$ cat src/rtl/rv_pkg.sv
// Shared RV core types: widths and the fetch bundle
// carried from prefetch to decode.
package rv_pkg;
  localparam int XLEN = 32;
  localparam int ILEN = 32;
  localparam int INSTR_ALIGN = 2;

  typedef struct packed {
    logic [XLEN-1:0] pc;
    logic [ILEN-1:0] instr;
  } fetch_entry_t;
endpackage

$ cat src/rtl/sync_fifo.sv
// Single-clock FIFO with flush; storage cleared on reset
// so the head reads zero while empty out of reset.
module sync_fifo #(
  parameter int WIDTH = 64,
  parameter int DEPTH = 4
) (
  input  logic                     clk,
  input  logic                     rst_n,
  input  logic                     push,
  input  logic                     pop,
  input  logic                     flush,
  input  logic [WIDTH-1:0]         din,
  output logic [WIDTH-1:0]         dout,
  output logic [$clog2(DEPTH):0]   count,
  output logic                     empty,
  output logic                     full
);
  localparam int AW = $clog2(DEPTH);
  localparam int CW = AW + 1;

  logic [WIDTH-1:0] mem [DEPTH];
  logic [AW-1:0]    wr_ptr;
  logic [AW-1:0]    rd_ptr;
  logic             do_push;
  logic             do_pop;

  assign empty   = (count == '0);
  assign full    = (count == CW'(DEPTH));
  assign do_push = push && !full;
  assign do_pop  = pop && !empty;
  assign dout    = mem[rd_ptr];

  always_ff @(posedge clk or negedge rst_n) begin
    if (!rst_n) begin
      wr_ptr <= '0;
      rd_ptr <= '0;
      count  <= '0;
      for (int i = 0; i < DEPTH; i++) mem[i] <= '0;
    end else if (flush) begin
      wr_ptr <= '0;
      rd_ptr <= '0;
      count  <= '0;
    end else begin
      if (do_push) begin
        mem[wr_ptr] <= din;
        wr_ptr      <= wr_ptr + AW'(1);
      end
      if (do_pop) rd_ptr <= rd_ptr + AW'(1);
      count <= count + CW'(do_push) - CW'(do_pop);
    end
  end
endmodule

$ cat src/rtl/if_prefetch.sv
// Sequential instruction prefetcher: credit-limited
// requests, in-order response buffer, redirect flush.
module if_prefetch
  import rv_pkg::*;
#(
  parameter logic [XLEN-1:0] RESET_PC = 32'h0000_0000,
  parameter int              DEPTH    = 4
) (
  input  logic            clk,
  input  logic            rst_n,
  output logic            imem_req_valid,
  output logic [XLEN-1:0] imem_req_addr,
  input  logic            imem_req_ready,
  input  logic            imem_rsp_valid,
  input  logic [ILEN-1:0] imem_rsp_data,
  input  logic            redirect_valid,
  input  logic [XLEN-1:0] redirect_pc,
  output logic            out_valid,
  output logic [XLEN-1:0] out_pc,
  output logic [ILEN-1:0] out_instr,
  input  logic            out_ready
);
  localparam int CW = $clog2(DEPTH) + 1;

  logic [XLEN-1:0] fetch_pc;
  logic [XLEN-1:0] rsp_pc;
  logic [XLEN-1:0] target;
  logic [CW-1:0]   inflight;
  logic [CW-1:0]   discard;
  logic [CW-1:0]   occ;
  logic [CW+1:0]   credit_used;
  fetch_entry_t    push_entry;
  fetch_entry_t    head;
  logic            req_fire;
  logic            rsp_drop;
  logic            rsp_take;
  logic            push;
  logic            pop;
  logic            empty;
  logic            full;

  assign credit_used = {2'b00, occ}
                     + {2'b00, inflight}
                     + {2'b00, discard};

  assign imem_req_valid = rst_n && !redirect_valid
                       && (credit_used < (CW+2)'(DEPTH));
  assign imem_req_addr  = fetch_pc;
  assign req_fire       = imem_req_valid && imem_req_ready;

  assign rsp_drop = imem_rsp_valid && (discard != '0);
  assign rsp_take = imem_rsp_valid && (discard == '0)
                 && (inflight != '0);

  assign push = rsp_take && !redirect_valid;
  assign pop  = out_valid && out_ready && !redirect_valid;

  assign target = {redirect_pc[XLEN-1:INSTR_ALIGN],
                   {INSTR_ALIGN{1'b0}}};

  assign push_entry = '{pc: rsp_pc, instr: imem_rsp_data};

  assign out_valid = !empty;
  assign out_pc    = head.pc;
  assign out_instr = head.instr;

  // On redirect every outstanding word becomes a discard,
  // minus the one arriving in the redirect cycle itself.
  always_ff @(posedge clk or negedge rst_n) begin
    if (!rst_n) begin
      fetch_pc <= RESET_PC;
      rsp_pc   <= RESET_PC;
      inflight <= '0;
      discard  <= '0;
    end else if (redirect_valid) begin
      fetch_pc <= target;
      rsp_pc   <= target;
      inflight <= '0;
      discard  <= inflight + discard
                - CW'(rsp_drop || rsp_take);
    end else begin
      if (req_fire) fetch_pc <= fetch_pc + 32'd4;
      if (rsp_take) rsp_pc <= rsp_pc + 32'd4;
      if (rsp_drop) discard <= discard - CW'(1);
      inflight <= inflight + CW'(req_fire)
                - CW'(rsp_take);
    end
  end

  sync_fifo #(
    .WIDTH ($bits(fetch_entry_t)),
    .DEPTH (DEPTH)
  ) u_fifo (
    .clk   (clk),
    .rst_n (rst_n),
    .push  (push),
    .pop   (pop),
    .flush (redirect_valid),
    .din   (push_entry),
    .dout  (head),
    .count (occ),
    .empty (empty),
    .full  (full)
  );

  always @(posedge clk) begin
    if (rst_n) begin
      assert (!(imem_rsp_valid && inflight == '0
                && discard == '0));
      assert (!(push && full));
    end
  end
endmodule

$ cat config.mk
export PLATFORM = sky130hd
export DESIGN_NAME = if_prefetch
export DESIGN_NICKNAME = d
export VERILOG_FILES = /design/src/rtl/rv_pkg.sv /design/src/rtl/sync_fifo.sv /design/src/rtl/if_prefetch.sv
export SDC_FILE = /design/constraint.sdc
export NUM_CORES = 1
export LEC_CHECK = 0
export CORE_MARGIN = 8
export CORE_UTILIZATION = 34
export DETAILED_ROUTE_END_ITERATION = 10
export SLEW_MARGIN = 20
export SYNTH_ARGS = -nofsm -noshare
export SYNTH_HDL_FRONTEND = slang
export SYNTH_SLANG_ARGS = --single-unit
$ cat constraint.sdc
create_clock -name clk -period 6.9 [get_ports clk]
set_clock_uncertainty 0.15 [all_clocks]
set_input_delay 1.035 -clock clk [delete_from_list [all_inputs] [get_ports clk]]
set_output_delay 1.035 -clock clk [all_outputs]
set_load 0.005 [all_outputs]
==> After elaboration in Yosys (flattened, before gate mapping) <==
Index checks and enable logic that the tools add are counted.
W data, S select, Z words.
{ "totals": {"regBits": 333, "output_inout_bits": 98, "inputBits": 70, "word_cells": 76} }
{ "classes": {"order_cmp": 4, "n_mux": 18, "add_sub_neg": 13, "n_eq_ne": 1, "n_bitwise": 3, "n_reduce_logical": 26} }
{ "op_table": {"columns": ["operator", "n"], "rows": [
  ["$bwmux W256", 1],
  ["$mux W64", 3],
  ["$bmux W64 S2", 1],
  ["$demux W64 S2", 1],
  ["$mux W32", 4],
  ["$add A32 B3 Y32 const B", 2],
  ["$logic_and A1 B1 Y1", 12],
  ["$mux W3", 4],
  ["$reduce_bool A2 Y1", 5],
  ["$sub A3 B1 Y3", 3],
  ["$mux W2", 4],
  ["$add A3 B1 Y3", 2],
  ["$ge A3 B3 Y1 const B", 2],
  ["$logic_not A3 Y1", 2],
  ["$not A2 Y3", 2],
  ["$reduce_bool A3 Y1", 2],
  ["$add A4 B3 Y5", 1],
  ["$lt A5 B3 Y1 const B", 1],
  ["$add A2 B1 Y2 const B", 2],
  ["$add A3 B3 Y4", 1],
  ["$add A3 B3 Y3", 1],
  ["$eq A3 B3 Y1 const B", 1],
  ["$logic_not A1 Y1", 3],
  ["$lt A3 B1 Y1 const B", 1],
  ["4 further kinds", 4]
]} }

==> Depth between registers and ports, before layout <==
Gate-level depths: netlist of run 1.
{ "depth": {"depth_word": 8, "ltp_mapped": 14, "depth_no_buf": 14} }

==> Cells and area by module <==
A second synthesis of run 1 with hierarchy kept.
{ "hier_totals": {"cells_unflattened": 1131, "area_unflattened_um2": 16208.0} }
{ "by_module_without_submodules": {"columns": ["mod", "seq_area_each_um2", "instances", "cells_each", "area_each_um2"], "rows": [
  ["sync_fifo", 6581.3, 1, 665, 12071.6],
  ["if_prefetch", 1651.6, 1, 466, 4136.5]
]} }

==> Least setup slack after synthesis of run 1 <==
Ideal clock, no wire load.
{ "synth_path": {"kind": "flip-flop to flip-flop", "startpoint": "reg inflight[1]", "endpoint": "reg inflight[2]", "t_arrival_ps": 3321, "setup_slack_ps": 3298, "setup_ps": 132, "stages_incl_launch_ff": 15, "t_required_ps": 6618, "synth_period_minus_slack_ps": 3602, "path_buffers": 0, "cell_sequence": "dfrtp_1 -> inv_1 -> fa_1 -> nor2b_1 -> fa_1 -> nand4bb_1 -> a221oi_4 -> inv_1 -> ha_1 -> inv_1 -> ha_1 -> inv_1 -> fa_1 -> xnor2_1 -> nor2_1"} }
{ "synth_between": {"elab_chain_cells": 8, "word_cells_on_any_way": 10, "cone_classes": "add/sub (4); order compare (1); mux (1); reduce/logical (4)"} }
{ "synth_rtl": {"columns": ["item", "line_no", "text"], "rows": [
  ["start, declared", "if_prefetch.sv:28", "logic [CW-1:0] inflight;"],
  ["start signal, assigned", "if_prefetch.sv:85", "inflight <= inflight + CW'(req_fire)"],
  ["$add A3 B3 Y4", "if_prefetch.sv:43", "+ {2'b00, inflight}"],
  ["$add A4 B3 Y5", "if_prefetch.sv:44", "+ {2'b00, discard};"],
  ["$lt A5 B3 Y1", "if_prefetch.sv:47", "&& (credit_used < (CW+2)'(DEPTH));"],
  ["$logic_and A1 B1 Y1", "if_prefetch.sv:47", null],
  ["$logic_and A1 B1 Y1", "if_prefetch.sv:49", "assign req_fire = imem_req_valid && imem_req_ready;"],
  ["$add A3 B1 Y3", "if_prefetch.sv:85", null],
  ["$sub A3 B1 Y3 *", "if_prefetch.sv:86", "- CW'(rsp_take);"],
  ["$mux W3 *", "if_prefetch.sv:75", "end else if (redirect_valid) begin"]
]} }
Every way passes the cells marked *; elsewhere a longest branch is shown, timed or not.
A chain may end at the register's enable or synchronous reset.

==> Worst setup path in the final report of run 1 <==
{ "layout_path": {"startpoint": "reg inflight[1]", "endpoint": "out imem_req_valid"} }
{ "layout_between": {"elab_chain_cells": 4} }
{ "layout_rtl": {"columns": ["item", "line_no", "text"], "rows": [
  ["$add A3 B3 Y4", "if_prefetch.sv:43", null],
  ["$add A4 B3 Y5", "if_prefetch.sv:44", null],
  ["$lt A5 B3 Y1", "if_prefetch.sv:47", null],
  ["$logic_and A1 B1 Y1", "if_prefetch.sv:47", null],
  ["end, declared", "if_prefetch.sv:11", "output logic imem_req_valid,"]
]} }
Every way passes these cells.

==> results.md, run 1 <==
- Ys async rst share: 100%
- Register area share after synthesis: between 50 and 60%
- WP data required: between 5000 and 6000 ps
- Layout cells sized above 1: ~35%
- Postcts setup bufs: 0
- Multiplexer area fraction after synthesis: ~30%
- Die span in x: approximately 230 µm
- WL per Instance: 19.7 µm
- Input/output buffers: 161
- Setup violators final: 0
- Reg clk slew, reported paths: 60 ps
- Total track usage: between 10% and 20%
- Cell count after synthesis: about 1,100
- CTS Root Cell: clkbuf_16
- # hold bufs at CTS: 0
- Outcome: finished, final reports clean
- CTS sink count: 321
- VDD IR-drop max: approximately 0.19 mV
- RR Endpoint: inflight[2]$_DFF_PN0_
- Yosys reg bits: about 320
- PwrDens: 294 nW/µm²
- HP Class: input pin to async pin
- Row count: between 70 and 80
- R2R Setup Slk: 2760 ps
- Fraction of the mapped netlist area in simple logic gates: 6.20%
- Post-synthesis cell type count: 50
- Avg Cell Area, Syn: approximately 14 µm²
- Final max-slew violation count: 0
- Initial Util: 34.3%
- Initial drt markers: around 460
- GRT overflow: 0
- RD Place Congestion: a little under 0.8
- Core Box Area: about 44,000 µm²
- Cells on worst reg2reg path: 15
- CTS-repair resized insts: 0
- Adder-cell share of the synthesized area: 2.29%
- Element type at the critical path start: register
- Setup Total Neg Slack: 0 ps
- Synth Area in Compound Gates: under 10%
- First-pass GRT wire length: about 57,000 µm
- Fmax: between 200 and 250 MHz
- Total Power: 0.00543 W
- Die H: around 230 µm
- CP Capture Point: imem_req_valid
- Most used DFF post-synth: dfrtp_1
- DPL Wire Length: between 20,000 and 25,000 µm
- Mapped Area: 15,100 µm²
- Post-route ant nets: 0
- Vias in the first global route: 9,834
- Post-Synth XOR/XNOR Area: ~3.4%
- Main combinational cell family by area after synthesis: multiplexers
- Clock Latency Late Sink: about 550 ps
- Crit path from: inflight[1]$_DFF_PN0_
- Clock Path Buffers: 3
- Number of buffers created by CTS: 38
- DR DRC count: 0
- CTS tree: done
- EDFF count, synth: 0
- Max-cap violation count: 0
- Tcrit/Tclk final: 69.1%
- Ant. Diodes: 0
- Crit Path Max Fanout: 5
- Via/cell ratio: about 5.0
- RR Startpoint: inflight[1]$_DFF_PN0_
- Die area: slightly above 50,000 µm²
- Tightest Pin Transition: 1090 ps
- RSZ-0062 raised after global routing: false
- Nets: between 1,000 and 1,500
- CTS H-tree lvls: 2
- Critical Path AT: about 3600 ps
- Via total after detailed routing: a little over 9,000
- Largest net degree at the start of global routing: around 150
- Tmin final: between 4000 and 5000 ps
- DR pass1 iterations: 4
- Crit end category: output port
- Top Ports: roughly 170
- Initial antenna violation count: 0
- WS Path Type: register to output port
- Drt total wl: around 36,000 µm
- Hold Fails Final Rpt: 0
- Yosys warns: 0
- Slew headroom: between 20% and 30%
- Area added between synthesis and finish: 22.4%
- LEAKAGE: around 8.4 nW
## state kept, by name, summed over array words and instances (netlist names)
register and count:
discard 3, imem_req_addr 30, inflight 3, rsp_pc 30
u_fifo.count 3, u_fifo.mem 248, u_fifo.rd_ptr 2, u_fifo.wr_ptr 2
## kinds of logic after synthesis
family                   count (synthesis)
flip-flops                             321
AO/OA/AOI/OAI                           43
other                                    1
multiplexers                           342
adder cells (fa/ha/maj)                 24
XOR/XNOR                                59
AND/OR/NAND/NOR                        171
buffers and inverters                   92
## worst max-delay path: stages, from the launching register on
cell and delay (ps):
dfrtp_1 460, inv_1 120, fa_1 510, nor2b_1 160, fa_1 190, or3b_1 410
a22oi_1 200, nor4bb_1 420, clkdlybuf4s50_1 580
## where the power goes
| group | switching (W) | internal (W) | total, W |
|---|---|---|---|
| clock | 0.000787 | 0.00116 | 0.00194 |
| sequential | 0.000207 | 0.00206 | 0.00227 |
| combinational | 0.000484 | 0.000736 | 0.00122 |
## layout by cell type, fill, tap and decap left out, types with 13 or more instances in the layout
cell,count
inv_1,22
nand2_1,31
clkbuf_16,38
nor2_1,17
clkdlybuf4s50_1,160
nand3_1,37
mux4_2,62
clkbuf_8,13
dfrtp_1,319
xnor2_1,32
mux2_2,279
nand4_1,28
xor2_1,27
ha_1,18
## how the worst min path moves through the flow
stage / start / to / slack (ps)
after detailed placement: u_fifo.mem[198]$_DFFE_PN0P_ / u_fifo.mem[198]$_DFFE_PN0P_ / 340
final: rst_n / u_fifo.mem[196]$_DFFE_PN0P_ / 270
after global routing: rst_n / u_fifo.mem[196]$_DFFE_PN0P_ / 280
after floorplan: u_fifo.mem[95]$_DFFE_PN0P_ / u_fifo.mem[95]$_DFFE_PN0P_ / 320
after CTS: rst_n / u_fifo.mem[196]$_DFFE_PN0P_ / 260
after global placement: u_fifo.mem[21]$_DFFE_PN0P_ / u_fifo.mem[21]$_DFFE_PN0P_ / 330
## layout make-up
type / count / area [µm²]
fill: 4139 / 25600
inverter: 23 / 86.3
clock buffer: 59 / 1160
timing repair buffer: 170 / 1700
sequential: 321 / 8040
clock inverter: 9 / 63.8
tap: 592 / 741
multi-input combinational: 643 / 6690
## stage by stage
step | cells | util, % | hold WS, ps | cell area [µm²] | setup WS (ps)
2_1_floorplan | 1056 | - | 324 | 15100 | 3300
6_report | 1817 | 42.0 | 272 | 18500 | 2130
4_1_cts | 1817 | 42.0 | 257 | 18500 | 2100
3_3_place_gp | 1749 | 39.2 | 331 | 17300 | 2710
5_1_grt | 1817 | 42.0 | 277 | 18500 | 1890
3_5_place_dp | 1749 | 39.2 | 338 | 17300 | 2630
## cell usage after synthesis, types with 17 or more instances
library cell	instances	share of area (%)
buf_2	35	1.2
clkbuf_1	25	0.62
dfrtp_1	321	53
ha_1	18	1.5
inv_1	22	0.55
mux2_2	279	21
mux4_2	62	9.3
nand2_1	31	0.77
nand3_1	37	1.2
nand4_1	28	1.2
nor2_1	17	0.42
xnor2_1	32	1.9
xor2_1	27	1.6
## per-layer routing
| metal | GRT usage (%) | wire length (µm) | vias to the layer above |
|---|---|---|---|
| li1 | - | - | 4149 |
| met1 | 19.4 | 16600 | 4722 |
| met2 | 22.0 | 16300 | 192 |
| met3 | 3.60 | 2050 | 59 |
| met4 | 4.69 | 851 | 0 |
| met5 | 0 | 0 | - |
(Power assumes the default switching activity.)
==> run 2, diff against run 1 <==
clock period = 5 ns   (was 6.9 ns; I/O delays follow)
==> run 2 against run 1 <==
Critical path depth unchanged. First-iteration DRC count decreased by 2.9%. Sequential cell count unchanged. Non-clock buffer count up 8. Combinational power is 43% higher. Clock power is 56% higher. Global-route usage increased by 0.21 points. Hold slack worse by 260 ps. Wire length up 1.0%. Sequential power rose by 36%. Via count grew 0.33%. Critical path type unchanged.
==> results.md, run 2 (synthesized netlist as in run 1, its figures left out) <==
- Tightest Pin Transition: 1070 ps (-26.6 ps)
- Max reg flops: 248 (unchanged)
- Die span in x: 227 µm (unchanged)
- RR Endpoint: inflight[2]$_DFF_PN0_
- Fmax: ~230 MHz
- Crit-path cells: inv_1 > fa_1 > nor2b_1 > fa_1 > or3b_1 > a22oi_1 > nor4bb_1 > clkdlybuf4s50_1
- Initial antenna violation count: 1 (+1)
- Most frequent CP cell: fa_1
- Outcome: finished, final reports clean
- Inst Count DP: 1,757 (+0.46%)
- WS Path Type: register to output port
- Die H: 227 µm (unchanged)
- CTS Root Cell: clkbuf_16
- Row count: 77 (unchanged)
- Critical Path AT: 3520 ps (-70 ps)
- DPL Wire Length: 23,200 µm (+3.1%)
- Postcts setup bufs: 0 (unchanged)
- Crit Path Max Fanout: 5 (unchanged)
- RD Place Congestion: 0.810 (+2.2%)
- DR DRC count: 0 (unchanged)
- Input/output buffers: 161 (unchanged)
- LEAKAGE: 8.49 nW (+1.3%)
- Via total after detailed routing: 9,152 (+0.33%)
- Clock Latency Late Sink: 550 ps (about the same)
- First-pass GRT wire length: 58,200 µm (+1.7%)
- Cells on worst reg2reg path: 14 (-1)
- CTS H-tree lvls: 2 (unchanged)
- Largest net degree at the start of global routing: 146 (-1.4%)
- Number of buffers created by CTS: 39 (+2.6%)
- RR Startpoint: inflight[1]$_DFF_PN0_
- GRT overflow: 0 (unchanged)
- Crit end category: output port
- PwrDens: 420 nW/µm² (+43%)
- Die area: 51,400 µm² (unchanged)
- Commonest non-fill, non-tap cell in the layout: dfrtp_1
- Area after DPL: 17,300 µm² (+0.42%)
- Final max-slew violation count: 0 (unchanged)
- Via/cell ratio: 5.01 (-0.22%)
- Hold Fails Final Rpt: 0 (unchanged)
- Setup Total Neg Slack: 0 ps (unchanged)
- Vias in the first global route: 10,000 (+1.8%)
- Initial Util: 34.3% (unchanged)
- Crit path largest cell delay: 570 ps (about the same)
- CTS sink count: 321 (unchanged)
- Final Cell Area: 18,700 µm² (+1.3%)
- Setup violators final: 0 (unchanged)
- DR pass1 iterations: 4 (unchanged)
- Post-route ant nets: 0 (unchanged)
- Commonest cells after routing, fill and taps aside: dfrtp_1 (319), mux2_2 (279), clkdlybuf4s50_1 (160)
- Largest Register: u_fifo.mem
- VDD IR-drop max: 0.250 mV (+30%)
- Clock Path Buffers: 3 (unchanged)
- Slew headroom: 28.9% (+1.8 points)
- Ant. Diodes: 0 (unchanged)
- Crit path from: inflight[1]$_DFF_PN0_
- WL per Instance: 19.8 µm (+0.47%)
- Nets: 1,300 (+0.70%)
- Top Ports: 168 (unchanged)
- Initial drt markers: 442 (-2.9%)
- Element type at the critical path start: register
- HP Class: input pin to async pin
- Tcrit/Tclk final: between 80% and 90%
- CTS-repair resized insts: 0 (unchanged)
- RSZ-0062 raised after global routing: false
- Post-Layout Cell Count: 1,827 (+0.55%)
- R2R Setup Slk: 1250 ps (-1510 ps)
- Reg clk slew, reported paths: 60 ps (about the same)
- Total track usage: 14.4% (+0.21 points)
- CTS tree: done
- Layout cells sized above 1: 35.1% (+0.61 points)
- CP max-delay cell: clkdlybuf4s50_1
- # hold bufs at CTS: 0 (unchanged)
- Max-cap violation count: 0 (unchanged)
- Area added between synthesis and finish: 24.0%
- Drt total wl: 36,200 µm (+1.0%)
- Tmin final: about 4400 ps
- Core Box Area: 44,000 µm² (unchanged)
- WP data required: 4100 ps (-1610 ps)
-- run 2: cell types whose count changed in the layout (fill, tap and decap cells not counted) --
cell        delta
clkbuf_1       -1
clkbuf_16      +2
clkinvlp_4     +1
buf_12         +1
clkinv_4       +1
inv_6          -1
buf_4          +7
clkbuf_8       -4
bufinv_16      +6
clkinv_2       -2
-- run 2: layout make-up --
type                    count  area [µm²]
clock buffers              56        1150
well taps                 592         741
flip-flops and latches    321        8040
fillers                  4114       25300
clock inverters            14         241
inverters                  23        86.3
multi-input cells         643        6690
repair buffers            178        1770
-- run 2: critical path, delay by kind of cell, from the launching register on --
family,cells,cell delay (ps)
compound gates,1,210
fa+ha+maj,2,700
buf+inv,2,680
flops,1,440
simple gates,3,920
-- run 2: power breakdown --
part	internal, W	switching, W	leakage [nW]
Clock	0.00191	0.00111	0.682
Combinational	0.00103	0.000718	3.50
Sequential	0.00285	0.000241	4.31
Total	0.00579	0.00207	8.49
-- run 2: metal layers --
layer	track usage, %	up-vias	routed length, µm
li1	-	4153	-
met1	19.8	4744	16600
met2	22.4	210	16400
met3	3.56	45	2360
met4	4.29	0	802
met5	0	-	0
-- run 2: how the worst max path moves through the flow --
stage | end | slack, ps | cells past startpoint
after global routing | imem_req_valid | 250 | 8
after detailed placement | imem_req_valid | 1160 | 8
after CTS | imem_req_valid | 510 | 8
final | imem_req_valid | 580 | 8
after global placement | imem_req_valid | 1120 | 8
after floorplan | inflight[2]$_DFF_PN0_ | 1400 | 14
-- run 2: per-stage QoR --
stage          utilization (%)  total power (W)  hold slack, ps  worst slack, ps
3_3_place_gp              39.3          0.00488             332             1120
5_1_grt                   42.5          0.00830            37.8              248
6_report                  42.5          0.00786            10.9              579
3_5_place_dp              39.3          0.00492             338             1160
4_1_cts                   42.5          0.00803            7.64              511
2_1_floorplan                -          0.00406             304             1400
